$ cat src/rtl/cpu_defs.sv
// Shared CPU front-end definitions: datapath widths, fetch FSM encodings and
// the reset fetch address.
package cpu_defs;

    localparam int XLEN   = 32;
    localparam int INST_W = 32;

    localparam logic [XLEN-1:0] DEFAULT_RESET_PC = 32'h0000_0000;

    typedef enum logic [1:0] {
        FS_IDLE = 2'd0,
        FS_WAIT = 2'd1,
        FS_DROP = 2'd2
    } fetch_state_e;

    // Fetches are whole words, so redirect targets drop their byte offset
    function automatic logic [XLEN-1:0] word_align(input logic [XLEN-1:0] addr);
        return addr & ~32'h0000_0003;
    endfunction

endpackage

$ cat src/rtl/fetch_ctrl_if.sv
// Fetch-side bundle: redirect input, memory request/response and instruction
// queue write port. master = fetch sequencer, slave = its environment.
interface fetch_ctrl_if;
    import cpu_defs::*;

    logic              redirect_i;
    logic [XLEN-1:0]   redirect_pc_i;
    logic              mem_req_o;
    logic [XLEN-1:0]   mem_addr_o;
    logic              mem_done_i;
    logic [INST_W-1:0] mem_data_i;
    logic              iq_full_i;
    logic              iq_we_o;
    logic [INST_W-1:0] iq_inst_o;
    logic [XLEN-1:0]   iq_pc_o;

    modport master (
        input  redirect_i, redirect_pc_i, mem_done_i, mem_data_i, iq_full_i,
        output mem_req_o, mem_addr_o, iq_we_o, iq_inst_o, iq_pc_o
    );

    modport slave (
        output redirect_i, redirect_pc_i, mem_done_i, mem_data_i, iq_full_i,
        input  mem_req_o, mem_addr_o, iq_we_o, iq_inst_o, iq_pc_o
    );

endinterface

$ cat src/rtl/fetch_ctrl_chk.sv
// Protocol checker for the fetch sequencer: a memory response may only arrive
// while a request is outstanding.
module fetch_ctrl_chk
    import cpu_defs::*;
(
    input logic         clk,
    input logic         rst,
    input logic         i_rdy,
    input fetch_state_e i_state,
    input logic         i_mem_done
);

    a_no_done_in_idle: assert property (
        @(posedge clk) disable iff (rst)
        (i_rdy && (i_state == FS_IDLE)) |-> !i_mem_done
    );

endmodule

$ cat src/rtl/fetch_ctrl.sv
// Instruction-fetch sequencer: one outstanding word request at a time, pushes
// returned instructions with their PC into the queue, drops wrong-path data.
module fetch_ctrl
    import cpu_defs::*;
#(
    parameter logic [XLEN-1:0] RESET_PC = DEFAULT_RESET_PC
) (
    input  logic         clk,
    input  logic         rst,
    input  logic         rdy,
    fetch_ctrl_if.master bus
);

    fetch_state_e      r_state;
    logic [XLEN-1:0]   r_pc;
    logic              r_mem_req;
    logic [XLEN-1:0]   r_mem_addr;
    logic              r_iq_we;
    logic [INST_W-1:0] r_iq_inst;
    logic [XLEN-1:0]   r_iq_pc;

    fetch_state_e      w_state_nxt;
    logic [XLEN-1:0]   w_pc_nxt;
    logic              w_mem_req_nxt;
    logic [XLEN-1:0]   w_mem_addr_nxt;
    logic              w_iq_we_nxt;
    logic [INST_W-1:0] w_iq_inst_nxt;
    logic [XLEN-1:0]   w_iq_pc_nxt;
    logic [XLEN-1:0]   w_target;

    assign w_target = word_align(bus.redirect_pc_i);

    // State and output registers; rdy=0 freezes everything, reset still wins
    always_ff @(posedge clk) begin
        if (rst) begin
            r_state    <= FS_IDLE;
            r_pc       <= RESET_PC;
            r_mem_req  <= 1'b0;
            r_mem_addr <= 32'h0000_0000;
            r_iq_we    <= 1'b0;
            r_iq_inst  <= 32'h0000_0000;
            r_iq_pc    <= 32'h0000_0000;
        end else if (rdy) begin
            r_state    <= w_state_nxt;
            r_pc       <= w_pc_nxt;
            r_mem_req  <= w_mem_req_nxt;
            r_mem_addr <= w_mem_addr_nxt;
            r_iq_we    <= w_iq_we_nxt;
            r_iq_inst  <= w_iq_inst_nxt;
            r_iq_pc    <= w_iq_pc_nxt;
        end
    end

    // Next-state logic; pulses default low so they last exactly one enabled cycle
    always_comb begin
        w_state_nxt    = r_state;
        w_pc_nxt       = r_pc;
        w_mem_req_nxt  = 1'b0;
        w_mem_addr_nxt = r_mem_addr;
        w_iq_we_nxt    = 1'b0;
        w_iq_inst_nxt  = r_iq_inst;
        w_iq_pc_nxt    = r_iq_pc;
        case (r_state)
            FS_IDLE: begin
                if (bus.redirect_i) begin
                    w_pc_nxt = w_target;
                end else if (!bus.iq_full_i) begin
                    w_mem_req_nxt  = 1'b1;
                    w_mem_addr_nxt = r_pc;
                    w_state_nxt    = FS_WAIT;
                end else begin
                    w_state_nxt = FS_IDLE;
                end
            end
            FS_WAIT: begin
                if (bus.mem_done_i) begin
                    w_state_nxt = FS_IDLE;
                    if (bus.redirect_i) begin
                        w_pc_nxt = w_target;
                    end else begin
                        w_iq_we_nxt   = 1'b1;
                        w_iq_inst_nxt = bus.mem_data_i;
                        w_iq_pc_nxt   = r_pc;
                        w_pc_nxt      = r_pc + 32'd4;
                    end
                end else if (bus.redirect_i) begin
                    w_pc_nxt    = w_target;
                    w_state_nxt = FS_DROP;
                end else begin
                    w_state_nxt = FS_WAIT;
                end
            end
            FS_DROP: begin
                // Wrong-path response is swallowed; later redirects overwrite earlier ones
                if (bus.redirect_i) begin
                    w_pc_nxt = w_target;
                end else begin
                    w_pc_nxt = r_pc;
                end
                if (bus.mem_done_i) begin
                    w_state_nxt = FS_IDLE;
                end else begin
                    w_state_nxt = FS_DROP;
                end
            end
            default: begin
                w_state_nxt = FS_IDLE;
            end
        endcase
    end

    assign bus.mem_req_o  = r_mem_req;
    assign bus.mem_addr_o = r_mem_addr;
    assign bus.iq_we_o    = r_iq_we;
    assign bus.iq_inst_o  = r_iq_inst;
    assign bus.iq_pc_o    = r_iq_pc;

    fetch_ctrl_chk u_chk (
        .clk        (clk),
        .rst        (rst),
        .i_rdy      (rdy),
        .i_state    (r_state),
        .i_mem_done (bus.mem_done_i)
    );

endmodule

$ cat src/flat_wrapper.sv
// flat-port wrapper written by rule: the top's interface ports become plain ports
module fetch_ctrl_flat import cpu_defs::*;
#(
    parameter logic [XLEN-1:0] RESET_PC = DEFAULT_RESET_PC
)
  (clk, rst, rdy, bus_redirect_i, bus_redirect_pc_i, bus_mem_done_i, bus_mem_data_i, bus_iq_full_i, bus_mem_req_o, bus_mem_addr_o, bus_iq_we_o, bus_iq_inst_o, bus_iq_pc_o);
  fetch_ctrl_if bus_i ();
  input  logic clk;
  input  logic rst;
  input  logic rdy;
  input wire logic [$bits(bus_i.redirect_i)-1:0] bus_redirect_i;
  input wire logic [$bits(bus_i.redirect_pc_i)-1:0] bus_redirect_pc_i;
  input wire logic [$bits(bus_i.mem_done_i)-1:0] bus_mem_done_i;
  input wire logic [$bits(bus_i.mem_data_i)-1:0] bus_mem_data_i;
  input wire logic [$bits(bus_i.iq_full_i)-1:0] bus_iq_full_i;
  output wire logic [$bits(bus_i.mem_req_o)-1:0] bus_mem_req_o;
  output wire logic [$bits(bus_i.mem_addr_o)-1:0] bus_mem_addr_o;
  output wire logic [$bits(bus_i.iq_we_o)-1:0] bus_iq_we_o;
  output wire logic [$bits(bus_i.iq_inst_o)-1:0] bus_iq_inst_o;
  output wire logic [$bits(bus_i.iq_pc_o)-1:0] bus_iq_pc_o;
  assign bus_i.redirect_i = bus_redirect_i;
  assign bus_i.redirect_pc_i = bus_redirect_pc_i;
  assign bus_i.mem_done_i = bus_mem_done_i;
  assign bus_i.mem_data_i = bus_mem_data_i;
  assign bus_i.iq_full_i = bus_iq_full_i;
  assign bus_mem_req_o = bus_i.mem_req_o;
  assign bus_mem_addr_o = bus_i.mem_addr_o;
  assign bus_iq_we_o = bus_i.iq_we_o;
  assign bus_iq_inst_o = bus_i.iq_inst_o;
  assign bus_iq_pc_o = bus_i.iq_pc_o;
  fetch_ctrl #(.RESET_PC(RESET_PC)) u_core (.clk(clk), .rst(rst), .rdy(rdy), .bus(bus_i));
endmodule
$ cat config.mk
export PLATFORM = sky130hd
export DESIGN_NAME = fetch_ctrl_flat
export DESIGN_NICKNAME = d
export VERILOG_FILES = /design/src/rtl/cpu_defs.sv /design/src/rtl/fetch_ctrl_if.sv /design/src/rtl/fetch_ctrl_chk.sv /design/src/rtl/fetch_ctrl.sv /design/src/flat_wrapper.sv
export SDC_FILE = /design/constraint.sdc
export NUM_CORES = 1
export LEC_CHECK = 0
export BUFFER_PORTS_ARGS = -buffer_cell sky130_fd_sc_hd__buf_2
export CORE_MARGIN = 4
export CORE_UTILIZATION = 46
export DETAILED_ROUTE_END_ITERATION = 7
export PLACE_DENSITY = 0.83
export SLEW_MARGIN = 5
export SYNTH_ARGS = -nofsm -noshare
export SYNTH_HDL_FRONTEND = slang
export SYNTH_HIERARCHICAL = 1
export SYNTH_SLANG_ARGS = --single-unit
export TNS_END_PERCENT = 1
$ cat constraint.sdc
create_clock -name clk -period 6 [get_ports clk]
set_input_delay 0.9 -clock clk [delete_from_list [all_inputs] [get_ports clk]]
set_output_delay 0.9 -clock clk [all_outputs]
set_load 0.01 [all_outputs]
==> results by group, run 1 <==
Clocking
  – Post-CTS sizing: 0
  – CTS Root Cell: clkbuf_16
  – Hold-fix buffers, CTS: 0
  – TritonCTS clock tree: built
  – # H-tree levels: 4
  – Clock latency on the worst-skew pair: 0.40 ns
  – Post-CTS Setup Bufs: 0
  – Cts bufs inserted: 17
  – Clock net sink count: 132
  – Clock buffer depth: 2
  – Clk slew on worst S/H paths: 0.06 ns

Synth
  – Area fraction of the dominant cell type after synthesis: 0.479
  – Distinct cells, synth: 45
  – Ys flop type: dfxtp_1
  – Register area share after synthesis: 0.479
  – Syn. warnings: 6
  – Synth Instances: 735
  – Commonest cells in the synthesized netlist: nand2_1, dfxtp_1, a21oi_1
  – Largest area contributor in the netlist: dfxtp_1
  – Syn_nets: 806
  – Post-synth EDFFs: 0
  – Ranking of synthesized cells by area: dfxtp_1, nand2_1, a21oi_1
  – Synth Register Bits: 132
  – FFs w/ async S/R, synth: 0
  – Avg Cell Area, Syn: 7.51 um^2
  – Mapped Area: 5520 um^2
  – Most frequent cell after synthesis: nand2_1

Routing
  – Number of DRC markers in iteration 0: 671
  – Via count: 5,549
  – WL per Instance: 15.4 um
  – Post-DR vias/cell: 5.42
  – Remaining DRCs: 0
  – Drt first pass iters: 5
  – Post-route ant nets: 0
  – Routed wire length: 15,700 um

Power and ir drop
  – Overall power: 0.00217 W
  – VDD IR max: 146 uV
  – Pleak: 2.83 nW
  – Power density cells: 309 nW/um^2

Status
  – Status: finished clean

STA
  – Clock skew: 0.00646 ns
  – Slew Viols, Final: 0
  – TNS Setup: 0 ns
  – Minimum clock period: 2.57 ns
  – RSZ-0062 raised after global routing: false
  – Max Clk Rate: 0.390 GHz
  – Final Hold Slack: 0.449 ns
  – Slew headroom: 0.327
  – Final Hold Fails: 0
  – Final Setup Violations: 0
  – Actual slew at the worst max-slew pin: 1.01 ns
  – Tcrit/Tclk final: 0.428

Floorplanning
  – Die Y: 118 um
  – Core Region: 11,600 um^2
  – I/O pin total: 168
  – Chip width: 118 um
  – Starting Density: 0.477
  – Die area: 13,800 um^2
  – Rows: 39

Critical path
  – CP cell instances: buf_2, buf_4, inv_1, nor2_1, nor2_1, o21a_1, nor4_1
  – CP Data Arrival Time: 2.87 ns
  – Max incr delay on CP: 0.56 ns
  – Setup CP Type: input pin to register
  – Worst-path maximum fanout: 43
  – Crit path max-delay cell type: nor2_1
  – CP dominant cell by count: nor2_1
  – Critical path endpoint category: register
  – Startpoint Class: input pin
  – Crit path required time: 6.30 ns

Global route
  – Total track usage: 0.223
  – First-pass GRT wire length: 25,200 um
  – Vias in the first global route: 4,944
  – GRT Residual Overflow: 0
  – Initial antenna violation count: 0
  – Largest net degree at the start of global routing: 70

Cells and area
  – Nets: 938
  – Diodes inserted: 0
  – Share of layout cells above drive strength 1: 0.238
  – Layout area overhead: 27.2%

Placed design
  – Routability-driven placement congestion ratio: 0.916
  – Post-DP HPWL: 10,500 um
  – I/O Buffers: 165

Run
  – Max-Cap Viols: 0

Hold path
  – Tightest Hold Check Type: register to register
-- worst max-delay path: cells and delay by family --
kind | cells | cell delay [ns]
AO/OA/AOI/OAI | 1 | 0.12
buffers and inverters | 3 | 0.97
AND/OR/NAND/NOR | 3 | 0.86
-- power breakdown --
part           total, W  switching, W  internal (W)
combinational  0.000116     0.0000708     0.0000449
clock           0.00113      0.000375      0.000760
sequential     0.000922     0.0000277      0.000894
total           0.00217      0.000473       0.00170
-- metal layers --
metal | vias to the layer above | share of wire | global-route usage
met2 | 226 | 0.47 | 0.349
met1 | 2524 | 0.44 | 0.306
met5 | - | 0 | 0
li1 | 2781 | - | -
met4 | 0 | 0.014 | 0.0630
met3 | 18 | 0.073 | 0.0581
-- through the flow --
step / setup WS (ns) / utilization / instance area, um^2 / std cells
6_report: 3.43 / 0.607 / 7020 / 1023
5_1_grt: 3.22 / 0.607 / 7020 / 1023
4_1_cts: 3.48 / 0.607 / 7020 / 1023
3_5_place_dp: 3.07 / 0.550 / 6360 / 991
3_3_place_gp: 3.07 / 0.550 / 6360 / 991
2_1_floorplan: 3.65 / - / 5520 / 735
-- flip-flops by register name, indices dropped and copies added (netlist names) --
signal,flops
u_core/bus.mem_addr_o,32
u_core/r_pc,32
u_core/bus.iq_inst_o,32
u_core/r_state,2
u_core/bus.iq_pc_o,32
u_core/bus.mem_req_o,1
u_core/bus.iq_we_o,1
-- worst paths after layout --
path                                        from                                   to  slack, ns  cells after the start
min          u_core/bus.iq_pc_o[19]$_SDFFE_PP0P_  u_core/bus.iq_pc_o[19]$_SDFFE_PP0P_       0.45                      2
max reg2reg       u_core/r_state[0]$_SDFFE_PP0P_         u_core/r_pc[28]$_SDFFE_PP0P_       3.49                      5
max                               bus_redirect_i         u_core/r_pc[28]$_SDFFE_PP0P_       3.43                      7
min reg2reg  u_core/bus.iq_pc_o[19]$_SDFFE_PP0P_  u_core/bus.iq_pc_o[19]$_SDFFE_PP0P_       0.45                      2
-- logic make-up after synthesis --
kind of cell,share of synthesized area
and+or+nand+nor,0.278
adders and majority gates,0.00227
muxes,0.0127
DFF,0.479
AOI/OAI and AO/OA,0.182
buffers and inverters,0.0456
-- layout make-up --
type	count	area (um^2)
multi-input combinational	538	2640
timing repair buffer	172	881
clock buffer	20	457
sequential	132	2640
tap	143	179
inverter	6	22.5
fill	1011	4550
clock inverter	12	203
-- cells in the final DEF, fill, tap and decap left out, types with 2 or more instances in the layout --
master and n:
nand2_1 222, buf_2 164, dfxtp_1 132, a21oi_1 127
nor2_1 41, o21ai_0 18, clkbuf_16 17, nor4_1 15
nand3_1 12, nand4_1 11, nor3_1 11, and3_1 10
buf_4 8, mux2i_1 7, inv_1 6, and4_1 6
bufinv_16 5, o31ai_1 5, clkinvlp_4 4, or3_1 4
a211oi_1 4, a31oi_1 4, nand2b_1 4, o22ai_1 3
a32o_1 3, clkinv_4 2, clkbuf_8 2, nor3_2 2
and2_1 2, o21a_1 2, and2_0 2, o211a_1 2
a2111oi_0 2, a311oi_1 2, o41ai_1 2, a22oi_1 2
No activity file was read; power rests on OpenSTA's default activity.
==> inputs of run 2 (changes only) <==
Clock period 6 ns to 2.6 ns, I/O delays scaled along.
==> results by group, run 2 (synthesis gave the netlist of run 1 again) <==
Status
  – Status: finished clean

STA
  – Final WS setup: 0.425 ns
  – Clock skew: 0.00837 ns
  – Tcrit/Tclk final: 0.836
  – TNS Setup: 0 ns
  – Final Hold Fails: 0
  – Max Clk Rate: 0.460 GHz
  – Slew Viols, Final: 0
  – Final Setup Violations: 0
  – Minimum clock period: 2.17 ns
  – RSZ-0062 raised after global routing: false
  – Slew headroom: 0.616
  – Actual slew at the worst max-slew pin: 0.575 ns

Cells and area
  – Highest-count cells in the layout ignoring fill and taps: nand2_1, buf_2, dfxtp_1
  – Most common cell after layout, fill and taps aside: nand2_1
  – Layout area overhead: 29.0%
  – Share of layout cells above drive strength 1: 0.248
  – Nets: 950
  – Finished Core Util: 0.615
  – Diodes inserted: 0

Clocking
  – TritonCTS clock tree: built
  – Clk slew on worst S/H paths: 0.06 ns
  – Clock net sink count: 132
  – Post-CTS sizing: 0
  – Hold-fix buffers, CTS: 0
  – Cts bufs inserted: 17
  – # H-tree levels: 4
  – CTS Root Cell: clkbuf_16
  – Post-CTS Setup Bufs: 0
  – Clock buffer depth: 2
  – Clock latency on the worst-skew pair: 0.40 ns

Critical path
  – CP cell instances: nand4_1, nor3_2, nand4_1, o21a_1, nor4_1
  – Cell family with most CP delay: simple AND/OR/NAND/NOR gates
  – Worst Setup EP: u_core/r_pc[28]$_SDFFE_PP0P_
  – Reg2reg setup slack: 0.43 ns
  – Reg-to-reg startpoint: u_core/r_state[0]$_SDFFE_PP0P_
  – Crit path buffers/inverters: 0
  – Worst-path maximum fanout: 16
  – Max incr delay on CP: 0.63 ns
  – Crit path max-delay cell type: dfxtp_1
  – Critical path endpoint category: register
  – Startpoint Class: register
  – CP Data Arrival Time: 2.48 ns
  – Worst reg2reg endpoint: u_core/r_pc[28]$_SDFFE_PP0P_
  – CP dominant cell by count: nand4_1
  – Logic depth of the worst path, buffers included: 5
  – Crit path required time: 2.90 ns
  – Reg2Reg Depth: 5
  – Setup CP Type: register to register
  – Worst setup path startpoint: u_core/r_state[0]$_SDFFE_PP0P_

Routing
  – M1 WL: 6780 um
  – Routed wire length: 16,100 um
  – Via count: 5,674
  – Number of DRC markers in iteration 0: 755
  – Remaining DRCs: 0
  – Post-DR vias/cell: 5.48
  – Highest metal used: met4
  – Met3 WL: 1440 um
  – Drt first pass iters: 5
  – Post-route ant nets: 0
  – WL per Instance: 15.6 um
  – Routed wl met2: 7530 um

Power and ir drop
  – Pleak: 2.90 nW
  – Power density cells: 684 nW/um^2
  – Overall power: 0.00486 W
  – VDD IR max: 391 uV

Floorplanning
  – Starting Density: 0.477
  – I/O pin total: 168
  – Chip width: 118 um
  – Die Y: 118 um
  – Rows: 39
  – Die area: 13,800 um^2
  – Core Region: 11,600 um^2

Global route
  – Largest net degree at the start of global routing: 122
  – Initial antenna violation count: 0
  – First-pass GRT wire length: 25,700 um
  – GRT Residual Overflow: 0
  – Total track usage: 0.227
  – Vias in the first global route: 5,177

Hold path
  – Hold depth: 3
  – Tightest Hold Check Type: input pin to register
  – Hold Path Origin: bus_mem_data_i[19]

Placed design
  – I/O Buffers: 165
  – Pre-CTS setup slack: 0.489 ns
  – Routability-driven placement congestion ratio: 0.915
  – Post-DP HPWL: 10,900 um

Run
  – Max-Cap Viols: 0
[run 2: tightest hold or removal path, stage by stage]
cell,delay (ns)
buf_2,0.09
nand2_1,0.04
a21oi_1,0.05
[run 2: worst min path at each step]
stage	endpoint	slack, ns
6_report	u_core/bus.iq_inst_o[19]$_SDFFE_PP0P_	0.22
4_1_cts	u_core/bus.iq_inst_o[17]$_SDFFE_PP0P_	0.20
5_1_grt	u_core/bus.iq_inst_o[11]$_SDFFE_PP0P_	0.20
3_3_place_gp	u_core/bus.iq_inst_o[29]$_SDFFE_PP0P_	0.44
3_5_place_dp	u_core/bus.iq_inst_o[7]$_SDFFE_PP0P_	0.44
2_1_floorplan	u_core/bus.iq_pc_o[1]$_SDFFE_PP0P_	0.44
[run 2: layer usage]
layer / up-vias / GRT usage
met4: 0 / 0.0806
met5: - / 0
met3: 31 / 0.0615
met2: 271 / 0.363
li1: 2812 / -
met1: 2560 / 0.295
[run 2: area by class of cell]
type | instances | area [um^2]
clock inverters | 13 | 171
flip-flops and latches | 132 | 2640
clock buffers | 19 | 443
multi-input cells | 538 | 2640
repair buffers | 184 | 1020
well taps | 143 | 179
inverters | 6 | 22.5
fillers | 1036 | 4450
[run 2: power by group]
group,switching (W),leakage [nW],internal (W)
logic,0.000173,1.53,0.000116
clock network,0.000903,0.295,0.00155
registers,0.0000588,1.07,0.00206
[run 2: stage by stage]
stage | instances | cell area [um^2] | hold WS, ns
after floorplan | 735 | 5520 | 0.440
after global placement | 1003 | 6500 | 0.439
after detailed placement | 1003 | 6500 | 0.445
after CTS | 1035 | 7110 | 0.202
after global routing | 1035 | 7110 | 0.204
final | 1035 | 7110 | 0.224
==> inputs of run 3 (changes only) <==
Settings changed: PLACE_DENSITY 0.83 to 0.86.
Clock period 2.6 ns to 1.8 ns, I/O delays scaled along.
==> results by group, run 3 (synthesis gave the netlist of run 1 again) <==
Status
  – Status: finished clean

Routing
  – Routed wire length: 16,600 um
  – Post-route ant nets: 0
  – Number of DRC markers in iteration 0: 532
  – WL per Instance: 15.5 um
  – Via count: 5,865
  – Drt first pass iters: 5
  – Post-DR vias/cell: 5.46
  – Remaining DRCs: 0

Critical path
  – Crit path required time: 2.15 ns
  – Startpoint Class: register
  – Setup CP Type: register to register
  – Reg2Reg Depth: 5
  – Reg2reg setup slack: 0.03 ns
  – CP Data Arrival Time: 2.11 ns
  – Worst-path maximum fanout: 2
  – Critical path endpoint category: register

Global route
  – Largest net degree at the start of global routing: 60
  – First-pass GRT wire length: 26,400 um
  – Initial antenna violation count: 0
  – GRT Residual Overflow: 0
  – Vias in the first global route: 5,336
  – Total track usage: 0.232

Placed design
  – I/O Buffers: 165
  – Post-DP HPWL: 11,600 um
  – Routability-driven placement congestion ratio: 0.889

Power and ir drop
  – Power density cells: 956 nW/um^2
  – Pleak: 3.09 nW
  – VDD IR max: 682 uV

Clocking
  – Clock latency on the worst-skew pair: 0.41 ns
  – Hold-fix buffers, CTS: 0
  – Clock net sink count: 132
  – CTS Root Cell: clkbuf_16
  – TritonCTS clock tree: built
  – Cts bufs inserted: 17
  – # H-tree levels: 4
  – Clock buffer depth: 2
  – Clk slew on worst S/H paths: 0.06 ns

Cells and area
  – Nets: 990
  – Layout area overhead: 35.2%
  – Most common cell after layout, fill and taps aside: nand2_1
  – Filler cell count: 1,008
  – Share of layout cells above drive strength 1: 0.293
  – Highest-count cells in the layout ignoring fill and taps: nand2_1, buf_2, dfxtp_1
  – Diodes inserted: 0

Hold path
  – Tightest Hold Check Type: input pin to register
  – Hold depth: 3

STA
  – Max Clk Rate: 0.566 GHz
  – Slew headroom: 0.691
  – Minimum clock period: 1.77 ns
  – RSZ-0062 raised after global routing: true
  – Final Hold Fails: 0
  – Actual slew at the worst max-slew pin: 0.462 ns
  – Final Setup Violations: 0
  – Final Hold Slack: 0.0953 ns
  – Slew Viols, Final: 0
  – TNS Setup: 0 ns
  – Clock skew: 0.0153 ns
  – Tcrit/Tclk final: 0.981

Run
  – Max-Cap Viols: 0

Floorplanning
  – Core Region: 11,600 um^2
  – Chip width: 118 um
  – Starting Density: 0.477
  – Die Y: 118 um
  – Die area: 13,800 um^2
  – Rows: 39
  – I/O pin total: 168
-- run 3: changes by cell type in the layout (fill, tap and decap cells not counted), moves of 3 or more --
| cell | change |
|---|---|
| dfxtp_1 | -5 |
| inv_6 | -3 |
| nor4_2 | +4 |
| dfxtp_2 | +5 |
| nor4_1 | -4 |
| buf_4 | +40 |
-- run 3: cell type report --
cell class | count | area, um^2 | area share
multi-input combinational | 538 | 2680 | 0.359
timing repair buffer | 224 | 1320 | 0.177
sequential | 132 | 2650 | 0.355
tap | 143 | 179 | 0.0240
clock buffer | 19 | 433 | 0.0580
clock inverter | 12 | 179 | 0.0240
inverter | 6 | 22.5 | 0.00302
-- run 3: timing repair --
item	CTS	global route
pin swaps	0	5
setup endpoints to repair	4	13
resized for setup	4	10
setup buffers	0	1
-- run 3: stage by stage --
step	instance area (um^2)	std cells	total power (W)	setup slack (ns)	utilization
global placement	6800	1042	0.00359	0.0126	0.588
floorplan	5530	735	0.00335	-0.0333	-
finish	7460	1074	0.00713	0.0337	0.645
CTS	7430	1073	0.00718	0.0161	0.643
global route	7460	1074	0.00737	-0.0142	0.645
detailed placement	6800	1042	0.00360	-0.0291	0.588
-- run 3: worst max-delay path, stage by stage (launching register included) --
cell,delay [ns]
dfxtp_1,0.33
nand4_1,0.13
or3_1,0.36
or4_4,0.52
a211o_1,0.29
a21oi_2,0.09
-- run 3: worst paths after layout --
kind,start,end
worst max-delay path,u_core/r_pc[14]$_SDFFE_PP0P_,u_core/r_pc[21]$_SDFFE_PP0P_
worst min-delay path,bus_mem_data_i[0],u_core/bus.iq_inst_o[0]$_SDFFE_PP0P_
worst max register to register,u_core/r_pc[14]$_SDFFE_PP0P_,u_core/r_pc[21]$_SDFFE_PP0P_
worst min register to register,u_core/bus.iq_pc_o[7]$_SDFFE_PP0P_,u_core/bus.iq_pc_o[7]$_SDFFE_PP0P_
-- run 3: where the power goes --
part           switching, W  internal (W)  leakage, nW
clock network       0.00127       0.00231        0.290
logic              0.000306      0.000218         1.73
registers         0.0000430       0.00298         1.07
total               0.00162       0.00551         3.09
-- run 3: routing by layer --
metal	track usage	vias up	part of all wire
li1	-	2889	-
met1	0.277	2656	0.41
met2	0.393	276	0.48
met3	0.0730	44	0.087
met4	0.0857	0	0.025
met5	0	-	0
